==> src/rtl/ws2812_receiver.sv <==
// WS2812B NZR line decoder: measures high times, assembles 24-bit GRB pixels, flags frame resets and protocol errors.
// Latency 4 clk from the 24th bit's falling edge to pixelValid; no backpressure, all results are single-cycle pulses.
module ws2812_receiver #(
    parameter int THRESH    = 60,
    parameter int MIN_HIGH  = 15,
    parameter int MAX_HIGH  = 110,
    parameter int RESET_LOW = 28000
) (
    input  logic        clk,
    input  logic        reset,
    input  logic        dataIn,
    output logic [23:0] pixel,
    output logic        pixelValid,
    output logic [12:0] pixelIndex,
    output logic        frameDone,
    output logic        err,
    output logic        busy
);

    localparam logic [6:0]  TH_C   = 7'(THRESH);
    localparam logic [6:0]  MINH_C = 7'(MIN_HIGH);
    localparam logic [6:0]  MAXH_C = 7'(MAX_HIGH);
    localparam logic [14:0] RL_C   = 15'(RESET_LOW);

    typedef enum logic [1:0] {SYNC, IDLE, HIGH, LOW} state_t;

    state_t      state_q, state_d;
    logic        sync1_q, din_s_q, din_d_q;
    logic [14:0] lcnt_q, lcnt_d;
    logic [6:0]  hcnt_q, hcnt_d;
    logic [4:0]  bitcnt_q, bitcnt_d;
    logic [23:0] shreg_q, shreg_d;
    logic [12:0] ptr_q, ptr_d;
    logic [23:0] pixel_q, pixel_d;
    logic [12:0] pidx_q, pidx_d;
    logic        pv_q, pv_d;
    logic        fd_q, fd_d;
    logic        err_q, err_d;
    logic        rise, fall;

    assign rise = din_s_q & ~din_d_q;
    assign fall = ~din_s_q & din_d_q;

    always_ff @(posedge clk) begin
        if (!reset) begin
            state_q  <= SYNC;
            sync1_q  <= 1'b0;
            din_s_q  <= 1'b0;
            din_d_q  <= 1'b0;
            lcnt_q   <= '0;
            hcnt_q   <= '0;
            bitcnt_q <= '0;
            shreg_q  <= '0;
            ptr_q    <= '0;
            pixel_q  <= '0;
            pidx_q   <= '0;
            pv_q     <= 1'b0;
            fd_q     <= 1'b0;
            err_q    <= 1'b0;
        end else begin
            state_q  <= state_d;
            sync1_q  <= dataIn;
            din_s_q  <= sync1_q;
            din_d_q  <= din_s_q;
            lcnt_q   <= lcnt_d;
            hcnt_q   <= hcnt_d;
            bitcnt_q <= bitcnt_d;
            shreg_q  <= shreg_d;
            ptr_q    <= ptr_d;
            pixel_q  <= pixel_d;
            pidx_q   <= pidx_d;
            pv_q     <= pv_d;
            fd_q     <= fd_d;
            err_q    <= err_d;
        end
    end

    always_comb begin
        state_d  = state_q;
        lcnt_d   = lcnt_q;
        hcnt_d   = hcnt_q;
        bitcnt_d = bitcnt_q;
        shreg_d  = shreg_q;
        ptr_d    = ptr_q;
        pixel_d  = pixel_q;
        pidx_d   = pidx_q;
        pv_d     = 1'b0;
        fd_d     = 1'b0;
        err_d    = 1'b0;

        // Pixel completion runs alongside the state logic: a 1-cycle low may already carry a new rising edge.
        if (bitcnt_q == 5'd24) begin
            pixel_d  = shreg_q;
            pidx_d   = ptr_q;
            pv_d     = 1'b1;
            ptr_d    = ptr_q + 13'd1;
            bitcnt_d = '0;
        end

        case (state_q)
            SYNC: begin
                if (din_s_q) begin
                    lcnt_d = '0;
                end else if (lcnt_q == RL_C) begin
                    state_d = IDLE;
                end else begin
                    lcnt_d = lcnt_q + 15'd1;
                end
            end
            IDLE: begin
                if (rise) begin
                    state_d  = HIGH;
                    hcnt_d   = 7'd1;
                    bitcnt_d = '0;
                    ptr_d    = '0;
                end
            end
            HIGH: begin
                if (hcnt_q > MAXH_C) begin
                    err_d    = 1'b1;
                    state_d  = SYNC;
                    lcnt_d   = '0;
                    bitcnt_d = '0;
                end else if (fall) begin
                    if (hcnt_q < MINH_C) begin
                        err_d    = 1'b1;
                        state_d  = SYNC;
                        lcnt_d   = '0;
                        bitcnt_d = '0;
                    end else begin
                        shreg_d  = {shreg_q[22:0], (hcnt_q >= TH_C)};
                        bitcnt_d = bitcnt_q + 5'd1;
                        lcnt_d   = 15'd1;
                        state_d  = LOW;
                    end
                end else if (hcnt_q != 7'h7f) begin
                    hcnt_d = hcnt_q + 7'd1;
                end
            end
            LOW: begin
                if (rise) begin
                    state_d = HIGH;
                    hcnt_d  = 7'd1;
                end else if (lcnt_q == RL_C) begin
                    fd_d    = 1'b1;
                    ptr_d   = '0;
                    state_d = IDLE;
                    if (bitcnt_q != 5'd0) begin
                        err_d    = 1'b1;
                        bitcnt_d = '0;
                    end
                end else begin
                    lcnt_d = lcnt_q + 15'd1;
                end
            end
            default: state_d = SYNC;
        endcase
    end

    always_comb begin
        busy       = (state_q == HIGH) || (state_q == LOW);
        pixel      = pixel_q;
        pixelIndex = pidx_q;
        pixelValid = pv_q;
        frameDone  = fd_q;
        err        = err_q;
    end

endmodule
==> config.mk <==
export PLATFORM = sky130hd
export DESIGN_NAME = ws2812_receiver
export DESIGN_NICKNAME = d
export VERILOG_FILES = /design/src/rtl/ws2812_receiver.sv
export SDC_FILE = /design/constraint.sdc
export NUM_CORES = 1
export LEC_CHECK = 0
export CAP_MARGIN = 5
export CORE_ASPECT_RATIO = 0.8
export CORE_MARGIN = 4
export CORE_UTILIZATION = 30
export CTS_CLUSTER_DIAMETER = 60
export DETAILED_ROUTE_END_ITERATION = 12
export PLACE_DENSITY = 0.53
export SLEW_MARGIN = 20
export SYNTH_ARGS = -nofsm -noshare
export SYNTH_HDL_FRONTEND = slang
export SYNTH_SLANG_ARGS = --single-unit
export TNS_END_PERCENT = 100
==> constraint.sdc <==
create_clock -name clk -period 2.4 [get_ports clk]
set_clock_uncertainty 0.15 [all_clocks]
set_input_delay 0.72 -clock clk [delete_from_list [all_inputs] [get_ports clk]]
set_output_delay 0.72 -clock clk [all_outputs]
set_load 0.1 [all_outputs]
# Word level (Yosys, flattened, before mapping)
# Cells that the tools add are included.
# classes
n_mux	43
order_cmp	3
n_eq_ne	14
reduce_logical	11
n_addsub	4
bitwise_logic	8
# ops
operator	count
2-to-1 mux 15 bit	5
2-to-1 mux 13 bit	4
one-hot mux 15 bit (3 select lines)	1
2-to-1 mux 5 bit	8
2-to-1 mux 7 bit	4
one-hot mux 13 bit (2 select lines)	1
adder 15 x 1 -> 15 bit (second input constant)	1
equality test 15 bit (second input constant)	1
one-hot mux 5 bit (3 select lines)	1
2-to-1 mux 2 bit	7
one-hot mux 7 bit (2 select lines)	1
adder 13 x 1 -> 13 bit (second input constant)	1
inequality test 2 bit (second input constant)	6
2-to-1 mux 1 bit	9
one-hot mux 2 bit (4 select lines)	1
adder 7 x 1 -> 7 bit (second input constant)	1
>= comparator 7 x 6 -> 1 bit (second input constant)	1
greater-than comparator 7 bit (second input constant)	1
less-than comparator 7 x 4 -> 1 bit (second input constant)	1
inequality test 7 bit (second input constant)	1
inverter 1 bit	6
AND reduction 3 bit	2
adder 5 x 1 -> 5 bit (second input constant)	1
equality test 5 bit (second input constant)	1
15 further kinds	17
# word_totals
word_cells	97
regBits	109
output_inout_bits	41
inputBits	3

# Longest topological paths before layout
# depth
depth_word	6
ltp_mapped	9
depth_no_buf	7

# Least setup slack after synthesis
# OpenSTA, ideal clock, no wires.
# synth_path
path_type	register -> register
from	register hcnt_q[0]
to	register shreg_q[16]
path_slack_ns	0.120
t_required_ns	2.122
period_less_slack_ns	2.280
setup_ns	0.128
path_buffers	2
arrival_ns	2.003
stages_incl_launch_ff	10
cell_sequence	dfxtp_1 inv_1 ha_1 nand4b_1 o211a_1 buf_2 nand3_1 buf_2 mux2i_1 nor2_1
# synth_via
elab_chain_cells	3
elab_cells_between_ends	5
classes_between	2 x order compare; 2 x bitwise; 1 x reduce/logical
# synth_lines
element	line	text
start: declaration	30	logic [6:0] hcnt_q, hcnt_d;
start signal: assignment	66	hcnt_q <= hcnt_d;
less-than comparator 7 x 4 -> 1 bit or greater-than comparator 7 bit (tied branches)	125, 119	
inverter 1 bit (no line)	-	
AND reduction 4 bit (no line) *	-	
end signal: assignment	68	shreg_q <= shreg_d;
end: declaration	32	logic [23:0] shreg_q, shreg_d;
# Every way passes the cells marked *; elsewhere a longest branch is shown, timed or not.
# A chain may end at the register's enable or synchronous reset.

# Worst setup path after layout
# layout_path
from	register hcnt_q[0]
to	register shreg_q[22]
# Same word-level chain as after synthesis.

==> results_dict.tcl <==
set metrics [dict create \
    syn_inst 559 \
    critPathRequiredTime_ns 2.48 \
    viasPerCell 4.83 \
    finalCritPeriodShare_pct 93.8 \
    setup-violations-final 0 \
    dieArea_um2 17600 \
    critPathKind "flip-flop to flip-flop" \
    period_minus_slack_ns 2.25 \
    max_freq_mhz 444 \
    row_count 40 \
    drc 0 \
    wl_per_cell_um 12.9 \
    cp.arrival_ns 2.33 \
    die_width_um 147 \
    timing.hold.ws_ns 0.289 \
    drv_cap 0 \
    dp.final_hpwl_um 7490 \
    cts_buffers 9 \
    r2r_slack_ns 0.15 \
    grt_max_degree 49 \
    seq_area_frac_synth_pct 46.9 \
    tightest_slew_ns 0.739 \
    ys_ff_latch 109 \
    cts_sinks 109 \
    synth_edf_count 0 \
    leakage_uw 0.00221 \
    grt_pass1_wl_um 18100 \
    path_cells "inv_1 > ha_1 > nand4b_1 > o211a_2 > nand3_1 > buf_12 > mux2i_1 > nor2_1" \
    place_congestion 0.861 \
    crit_start "hcnt_q[0]$_SDFFE_PN0P_" \
    clkLatencyLatePin_ns 0.35 \
    ys_async_sr_fraction_pct 0 \
    slowest_delay_ns 0.43 \
    ant_nets 0 \
    rr_worst_depth 8 \
    worstHoldPathType "flip-flop to flip-flop" \
    cts_tree "built" \
    core_um2 15100 \
    root_buffer "clkbuf_16" \
    ys.warnings.count 0 \
    syn_nets 569 \
    hold_viol_final 0 \
    die_h_um 119 \
    vias 3963 \
    diodes 0 \
    setup-tns-final_ns 0 \
    num-fill-cells 1595 \
    wl_um 10600 \
    firstDrtPassIters 4 \
    grt_pass1_vias 3665 \
    ir_drop_uv 302 \
    clk_pin_slew_ns 0.07 \
    rsz0062_at_grt "no" \
    num-nets-final 616 \
    post_cts_buffers 0 \
    netlist_area_um2 4650 \
    drv_slew 0 \
    ys.flop_type "dfxtp_1" \
    crit_path_top_delay_cell "dfxtp_1" \
    status "finished clean" \
    grt_use_total_pct 12.4 \
    drtIter0Drc 259 \
    antenna_found_initial 0 \
    port_buffers 43 \
    gr-total-overflow 0 \
    ys_types 55 \
    critPathLaunchType "flip-flop" \
    pwr_density_cell_nw_per_um2 603 \
    area_delta_synth_final_pct 21.6 \
    maxSlewHeadroom_pct 50.0 \
    cts_max_level 3 \
    drive_gt1_share_pct 15.4 \
    ios 44 \
    r2r-start "hcnt_q[0]$_SDFFE_PN0P_" \
    cp_max_fo 25 \
    synth_area_per_cell_um2 8.32 \
    endpoint "shreg_q[22]$_SDFFE_PN0P_" \
    cts.path.max_buffers 2 \
    start_util_pct 30.8 \
    timing.rr.end "shreg_q[22]$_SDFFE_PN0P_" \
    critPathCaptureType "flip-flop" \
]
worst min path at each step:
stage | start | to | depth (start not counted)
after floorplan | sync1_q$_SDFF_PN0_ | din_s_q$_SDFF_PN0_ | 1
final | sync1_q$_SDFF_PN0_ | din_s_q$_SDFF_PN0_ | 1
after global routing | sync1_q$_SDFF_PN0_ | din_s_q$_SDFF_PN0_ | 1
after detailed placement | sync1_q$_SDFF_PN0_ | din_s_q$_SDFF_PN0_ | 1
after CTS | sync1_q$_SDFF_PN0_ | din_s_q$_SDFF_PN0_ | 1
after global placement | sync1_q$_SDFF_PN0_ | din_s_q$_SDFF_PN0_ | 1
cells by family (layout without fill, tap and decap cells):
| logic type | count (synthesis) | count (layout) | synth area share (%) |
|---|---|---|---|
| flops | 109 | 109 | 46.9 |
| compound gates | 109 | 109 | 14.4 |
| buf+inv | 44 | 96 | 3.90 |
| simple gates | 248 | 248 | 24.4 |
| xor+xnor | 18 | 18 | 3.39 |
| fa+ha+maj | 7 | 7 | 1.88 |
| mux | 24 | 24 | 5.17 |
power by group:
part | switching [µW] | internal (µW) | total [µW] | leakage [µW]
combinational | 58.0 | 33.3 | 91.3 | 0.00118
clock | 680 | 820 | 1500 | 0.000147
sequential | 7.68 | 1810 | 1820 | 0.000878
total | 746 | 2670 | 3410 | 0.00221
cells in the mapped netlist (3+ instances only):
master / count / share of area (%)
nand2_1: 111 / 9.0
dfxtp_1: 109 / 47
nor2_1: 53 / 4.3
a21oi_1: 50 / 5.4
clkbuf_1: 29 / 2.3
mux2i_1: 24 / 5.2
o21ai_0: 20 / 2.2
nand3_1: 19 / 2.0
nor3_1: 16 / 1.7
a31oi_1: 10 / 1.3
xnor2_1: 9 / 1.7
xor2_1: 9 / 1.7
inv_1: 8 / 0.65
nand4_1: 8 / 1.1
ha_1: 7 / 1.9
and2_1: 6 / 0.81
and3_1: 6 / 0.81
buf_2: 4 / 0.43
o2111ai_1: 4 / 0.75
or3_1: 4 / 0.54
nand3b_1: 3 / 0.48
nand4b_1: 3 / 0.57
nor4_1: 3 / 0.40
or4_1: 3 / 0.48
through the flow:
stage	power, µW	instances	utilization (%)	cell area [µm²]	worst slack, ns
floorplan	1920	559	-	4650	0.120
global placement	1950	805	35.4	5350	0.0826
detailed placement	1960	805	35.4	5350	0.0681
CTS	3470	821	37.4	5650	0.0607
global route	3560	821	37.4	5660	0.00646
finish	3410	821	37.4	5660	0.148
per-layer routing:
metal	vias to the layer above	routed length, µm	global-route usage [%]
li1	2034	-	-
met1	1853	5410	17.0
met2	70	4700	19.2
met3	6	388	3.77
met4	0	136	3.32
met5	-	0	0
cell usage in the layout (no fill, tap or decap), types with 2 or more instances in the layout:
cell | netlist | layout
nand4b_1 | 3 | 3
nor2_1 | 53 | 53
ha_1 | 7 | 7
o22ai_1 | 2 | 2
and3_1 | 6 | 6
nand3_1 | 19 | 19
or3_1 | 4 | 4
a21oi_1 | 50 | 50
and2_1 | 6 | 6
o211ai_1 | 2 | 2
xor2_1 | 9 | 9
or2_2 | 2 | 2
nand2b_1 | 2 | 2
clkinv_4 | 0 | 2
xnor2_1 | 9 | 9
a31oi_1 | 10 | 10
nor3_1 | 16 | 16
o2111ai_1 | 4 | 4
dfxtp_1 | 109 | 109
nand2_1 | 111 | 111
nor4b_1 | 2 | 2
clkdlybuf4s50_1 | 0 | 2
buf_12 | 0 | 4
nand4_1 | 8 | 8
inv_1 | 8 | 8
or4_1 | 3 | 2
o32ai_1 | 2 | 2
o21ai_1 | 2 | 2
clkbuf_16 | 0 | 9
a211oi_1 | 2 | 2
a311o_1 | 2 | 2
nor2b_1 | 2 | 2
nand3b_1 | 3 | 3
mux2i_1 | 24 | 24
buf_4 | 1 | 65
nor4_1 | 3 | 3
o21ai_0 | 20 | 20
inv_6 | 0 | 2
area by class of cell:
cell class | count | area (µm²) | share of cell area [%]
tap | 210 | 263 | 4.64
timing repair buffer | 71 | 588 | 10.4
inverter | 9 | 33.8 | 0.597
clock buffer | 10 | 229 | 4.05
clock inverter | 6 | 70.1 | 1.24
sequential | 109 | 2180 | 38.6
multi-input combinational | 406 | 2290 | 40.5
flip-flops by register name, summed over array words and instances, names as in the netlist:
register	flops
frameDone	1
ptr_q	13
shreg_q	24
hcnt_q	7
din_d_q	1
din_s_q	1
pixel	24
pixelIndex	13
state_q	2
pixelValid	1
sync1_q	1
lcnt_q	15
bitcnt_q	5
err	1
critical path, delay by kind of cell (launching register included):
| family | cells | cell delay [ns] |
|---|---|---|
| AOI/OAI and AO/OA | 1 | 0.38 |
| adders and majority gates | 1 | 0.20 |
| buffers and inverters | 2 | 0.32 |
| DFF | 1 | 0.43 |
| muxes | 1 | 0.20 |
| and+or+nand+nor | 3 | 0.45 |
repair_timing:
action / in CTS / in global routing
setup endpoints to repair: 0 / 20
resized for setup: 0 / 2
hold buffers: 0 / 0
(Power assumes the default switching activity.)
